===== src/rtl/uart_pkg.sv =====
// rtl/uart_pkg.sv - UART framing constants and receiver state encoding shared by uart_tx/uart_rx
package uart_pkg;

  localparam int   UART_DATA_BITS = 8;
  localparam logic START_BIT      = 1'b0;
  localparam logic STOP_BIT       = 1'b1;

  typedef enum logic [2:0] {
    IDLE  = 3'd0,
    START = 3'd1,
    DATA  = 3'd2,
    STOP  = 3'd3,
    BREAK = 3'd4
  } rx_state_e;

endpackage


===== src/rtl/uart_sync.sv =====
// rtl/uart_sync.sv - reset-to-idle (1) input synchroniser, STAGES flops deep, 0 = pass-through
module uart_sync #(
  parameter int STAGES = 2
) (
  input  logic CLK,
  input  logic RESET_N,
  input  logic d,
  output logic q
);

  generate
    if (STAGES == 0) begin : g_bypass
      assign q = d;
    end else begin : g_flops
      logic [STAGES-1:0] s;

      always_ff @(posedge CLK or negedge RESET_N) begin
        if (!RESET_N) begin
          s <= '1;
        end else begin
          s[0] <= d;
          for (int i = 1; i < STAGES; i++) begin
            s[i] <= s[i-1];
          end
        end
      end

      assign q = s[STAGES-1];
    end
  endgenerate

endmodule


===== src/rtl/uart_rx.sv =====
// rtl/uart_rx.sv - UART receiver: synchronised rx, mid-bit sampling, one-byte holding register,
// framing-error and overrun pulses
module uart_rx
  import uart_pkg::*;
#(
  parameter int CLKS_PER_BIT = 1,
  parameter int SYNC_STAGES  = 2
) (
  input  logic                      CLK,
  input  logic                      RESET_N,
  input  logic                      rx,
  output logic [UART_DATA_BITS-1:0] data,
  output logic                      valid,
  input  logic                      ready,
  output logic                      frame_err,
  output logic                      overrun,
  output logic                      busy
);

  localparam int HALF = CLKS_PER_BIT / 2;
  localparam int TW   = $clog2(CLKS_PER_BIT + 1);
  localparam int BW   = $clog2(UART_DATA_BITS);

  localparam logic [TW-1:0] BIT_RELOAD  = TW'(CLKS_PER_BIT - 1);
  localparam logic [TW-1:0] HALF_RELOAD = TW'((HALF > 0) ? HALF - 1 : 0);
  localparam logic [BW-1:0] MSB_IDX     = BW'(UART_DATA_BITS - 1);

  localparam logic [2:0] S_IDLE  = IDLE;
  localparam logic [2:0] S_START = START;
  localparam logic [2:0] S_DATA  = DATA;
  localparam logic [2:0] S_STOP  = STOP;
  localparam logic [2:0] S_BREAK = BREAK;

  logic                      rx_s;
  logic [2:0]                state;
  logic [TW-1:0]             timer;
  logic [BW-1:0]             bit_idx;
  logic [UART_DATA_BITS-1:0] shreg;
  logic                      sample;
  logic                      good_stop;
  logic                      bad_stop;

  uart_sync #(.STAGES(SYNC_STAGES)) u_sync (
    .CLK     (CLK),
    .RESET_N (RESET_N),
    .d       (rx),
    .q       (rx_s)
  );

  // timer counts down to the next sample point; zero means "sample this cycle"
  assign sample    = (timer == '0);
  assign good_stop = (state == S_STOP) && sample && (rx_s == STOP_BIT);
  assign bad_stop  = (state == S_STOP) && sample && (rx_s != STOP_BIT);
  assign busy      = (state != S_IDLE);

  always_ff @(posedge CLK or negedge RESET_N) begin
    if (!RESET_N) begin
      state   <= S_IDLE;
      timer   <= '0;
      bit_idx <= '0;
      shreg   <= '0;
    end else begin
      case (state)
        S_IDLE: begin
          if (rx_s == START_BIT) begin
            // at one clock per bit the start check falls on the detection cycle itself
            if (HALF == 0) begin
              state   <= S_DATA;
              timer   <= BIT_RELOAD;
              bit_idx <= MSB_IDX;
            end else begin
              state <= S_START;
              timer <= HALF_RELOAD;
            end
          end
        end
        S_START: begin
          if (sample) begin
            if (rx_s == START_BIT) begin
              state   <= S_DATA;
              timer   <= BIT_RELOAD;
              bit_idx <= MSB_IDX;
            end else begin
              state <= S_IDLE;
            end
          end else begin
            timer <= timer - TW'(1);
          end
        end
        S_DATA: begin
          if (sample) begin
            shreg[bit_idx] <= rx_s;
            timer          <= BIT_RELOAD;
            if (bit_idx == '0) begin
              state <= S_STOP;
            end else begin
              bit_idx <= bit_idx - BW'(1);
            end
          end else begin
            timer <= timer - TW'(1);
          end
        end
        S_STOP: begin
          if (sample) begin
            state <= (rx_s == STOP_BIT) ? S_IDLE : S_BREAK;
          end else begin
            timer <= timer - TW'(1);
          end
        end
        S_BREAK: begin
          if (rx_s == STOP_BIT) begin
            state <= S_IDLE;
          end
        end
        default: begin
          state <= S_IDLE;
        end
      endcase
    end
  end

  // a delivery coinciding with a consume refills the register without an overrun
  always_ff @(posedge CLK or negedge RESET_N) begin
    if (!RESET_N) begin
      data      <= '0;
      valid     <= 1'b0;
      frame_err <= 1'b0;
      overrun   <= 1'b0;
    end else begin
      frame_err <= bad_stop;
      overrun   <= good_stop && valid && !ready;
      if (good_stop && (!valid || ready)) begin
        data  <= shreg;
        valid <= 1'b1;
      end else if (valid && ready) begin
        valid <= 1'b0;
      end
    end
  end

endmodule

===== config.mk =====
export PLATFORM = sky130hd
export DESIGN_NAME = uart_rx
export DESIGN_NICKNAME = d
export VERILOG_FILES = /design/src/rtl/uart_pkg.sv /design/src/rtl/uart_sync.sv /design/src/rtl/uart_rx.sv
export SDC_FILE = /design/constraint.sdc
export NUM_CORES = 1
export LEC_CHECK = 0
export ABC_AREA = 1
export BUFFER_PORTS_ARGS = -buffer_cell sky130_fd_sc_hd__buf_2
export CELL_PAD_IN_SITES_DETAIL_PLACEMENT = 1
export CELL_PAD_IN_SITES_GLOBAL_PLACEMENT = 1
export CORE_MARGIN = 3
export CORE_UTILIZATION = 45
export CTS_BUF_LIST = sky130_fd_sc_hd__clkbuf_4 sky130_fd_sc_hd__clkbuf_8 sky130_fd_sc_hd__clkbuf_16
export DETAILED_ROUTE_END_ITERATION = 7
export GPL_ROUTABILITY_DRIVEN = 0
export PLACE_DENSITY_LB_ADDON = 0.1
export SLEW_MARGIN = 5
export SYNTH_ARGS = -nofsm -noshare
export SYNTH_HDL_FRONTEND = slang
export SYNTH_HIERARCHICAL = 1
export SYNTH_SLANG_ARGS = --single-unit

===== constraint.sdc =====
create_clock -name CLK -period 3.4 [get_ports CLK]
set_input_delay 0.68 -clock CLK [delete_from_list [all_inputs] [get_ports CLK]]
set_output_delay 0.68 -clock CLK [all_outputs]
set_load 0.05 [all_outputs]

==> flow_summary.json <==
{
  "fin_tns_setup_ps": 0,
  "peakVddDrop_mv": 0.563,
  "hold_viol_final": 0,
  "critical-path-top-delay-family": "flip-flops",
  "dieArea_sq_um": 3260,
  "ys_seq_elements": 27,
  "worst_skew_pair.late_latency_ps": 330,
  "antenna_cells": 0,
  "design_area_sq_um": 1300,
  "drc_errors": 0,
  "synth-xor-area-share": 0.00746,
  "setup_ws_ps": 1460,
  "syn_avg_cell_area_sq_um": 8.96,
  "htreeDepth": 1,
  "startpoint_type": "flop",
  "avgRoutedWirePerCell_microns": 13.6,
  "rsz0062_at_grt": "no",
  "numCtsBuffers": 3,
  "placed_area_sq_um": 1270,
  "tritoncts": "done",
  "cp-end-kind": "primary output",
  "grt.overflow.total": 0,
  "syn_area_sq_um": 1170,
  "die_w_microns": 57.1,
  "synth_compound_area_frac": 0.0171,
  "syn_inst": 131,
  "ant_nets": 0,
  "fin_hold_ws_ps": 332,
  "ys_seq_area_frac": 0.578,
  "synth_top_family_by_area": "simple AND/OR/NAND/NOR gates",
  "synth_fa_ha_area_frac": 0.0213,
  "cts.sinks": 27,
  "die-height_microns": 57.1,
  "synth.area.mux_share": 0,
  "via_count": 887,
  "layout_commonest_cell": "nand2_1",
  "first_iter_violations": 18,
  "io_buffers": 15,
  "antenna_found_initial": 0,
  "drive_gt1_frac": 0.189,
  "crit_path_top_delay_cell": "dfrtp_1",
  "dp_hpwl_microns": 1810,
  "dp_worst_setup_slack_ps": 1840,
  "synthSimpleGateAreaFrac": 0.332,
  "worst_pin_slew_ps": 591,
  "max_freq_ghz": 0.515,
  "post_cts_buffers": 0,
  "drv_cap": 0,
  "layout_common_cells": "51 x nand2_1, 25 x dfrtp_1, 22 x nand3_1",
  "worst-endpoint-arrival_ps": 1260,
  "path_max_fanout": 6,
  "grt_usage": 0.170,
  "drv_slew": 0,
  "cts_buffer_depth": 2,
  "wirelength_microns": 2390,
  "ctsHoldBuffers": 0,
  "crit_chain": "inv_1 -> nand2_1 -> buf_2",
  "slowest_delay_ps": 490,
  "start_util": 0.502,
  "nets": 155,
  "coreArea_sq_um": 2340,
  "final_cells": 176,
  "status": "finished, final reports clean",
  "power.density_nw_per_um2": 1020,
  "drt_pre_antenna_iters": 4,
  "dp.cells": 172,
  "grt_pass1_wl_microns": 4360,
  "yosysUniqueCellTypes": 19,
  "fin_crit_ps": 1940,
  "hold_path_class": "primary input to asynchronous set/reset pin",
  "setup_violations": 0,
  "p_leak_nw": 0.724,
  "syn_to_final_growth_pct": 10.8,
  "fin_crit_sh": 0.572,
  "required_ps": 2720,
  "root_buffer": "clkbuf_4",
  "slew_headroom": 0.606,
  "ios": 16,
  "crit_type": "flop to primary output",
  "crit_buf_inv": 2,
  "grt_max_degree": 28,
  "skew_ps": 3.41,
  "vias_per_cell": 5.04,
  "clk_pin_slew_ps": 140,
  "synth_nets": 137,
  "num_rows": 17,
  "ctsResizeCount": 0,
  "ys_warn_count": 6,
  "grt_pass1_vias": 928
}
per-stage QoR:
stage / utilization / total power, mW
6_report: 0.556 / 1.32
5_1_grt: 0.556 / 1.44
4_1_cts: 0.556 / 1.34
3_5_place_dp: 0.544 / 1.20
3_3_place_gp: 0.544 / 1.17
2_1_floorplan: - / 1.03
metal layers:
layer | vias up | part of all wire | global-route usage
met5 | - | 0 | 0
met4 | 0 | 0.015 | 0.0596
met3 | 4 | 0.027 | 0.0271
met2 | 13 | 0.48 | 0.274
met1 | 419 | 0.47 | 0.234
li1 | 451 | - | -
worst paths after layout:
kind,from,to,cells past startpoint,slack (ps)
worst max-delay path,state[1]$_DFFE_PN0P_,busy,3,1460
worst min-delay path,RESET_N,frame_err$_DFF_PN0_,1,330
worst max register to register,u_sync/g_flops.s[1]$_DFF_PN1_,data[1]$_DFFE_PN0P_,5,1920
worst min register to register,u_sync/g_flops.s[0]$_DFF_PN1_,u_sync/g_flops.s[1]$_DFF_PN1_,0,370
max in group asynchronous,RESET_N,shreg[2]$_DFFE_PN0P_,1,2680
min in group CLK,u_sync/g_flops.s[0]$_DFF_PN1_,u_sync/g_flops.s[1]$_DFF_PN1_,0,370
where the power goes:
part / internal (mW) / total, mW / switching (mW) / leakage [nW]
combinational: 0.171 / 0.637 / 0.466 / 0.371
clock: 0.0442 / 0.139 / 0.0948 / 0.0177
sequential: 0.448 / 0.545 / 0.0967 / 0.335
cells in the mapped netlist:
cell	number	area, sq um
nand3_2	1	10.0
nand2_4	1	11.3
nand3_1	22	110
dfrtp_1	25	626
nand4_1	1	6.26
o21ai_0	1	5.00
nor2_4	3	33.8
dfstp_2	2	52.6
nand2_1	51	191
ha_1	2	25.0
o21ai_2	1	8.76
buf_4	1	7.51
clkbuf_1	1	3.75
nor2_1	4	15.0
inv_1	11	41.3
o22ai_1	1	6.26
nor3_1	1	5.00
nand2_2	1	6.26
xnor2_1	1	8.76
cells by family (layout without fill, tap and decap cells):
kind of cell               Yosys count  in the layout
xor gates and xnor gates             1              1
adders and majority gates            2              2
buffers and inverters               13             30
AOI/OAI and AO/OA                    3              3
and+or+nand+nor                     85             85
DFF                                 27             27
registers in the layout, summed over array words and instances (netlist names):
name,count
bit_idx,3
shreg,8
data,8
u_sync/g_flops.s,2
overrun,1
valid,1
state,3
frame_err,1
layout make-up:
type | count | area, sq um
inverters | 11 | 41.3
repair buffers | 15 | 75.1
clock inverters | 1 | 5.00
multi-input cells | 91 | 443
well taps | 28 | 35.0
clock buffers | 3 | 22.5
fillers | 298 | 1040
flip-flops and latches | 27 | 678
worst reg2reg max path, stage by stage (launching register included):
cell and delay (ps):
dfstp_2 700, inv_1 150, nor2_4 250, nand2_4 130, nand2_1 90, nand2_1 50
(Power assumes the default switching activity.)
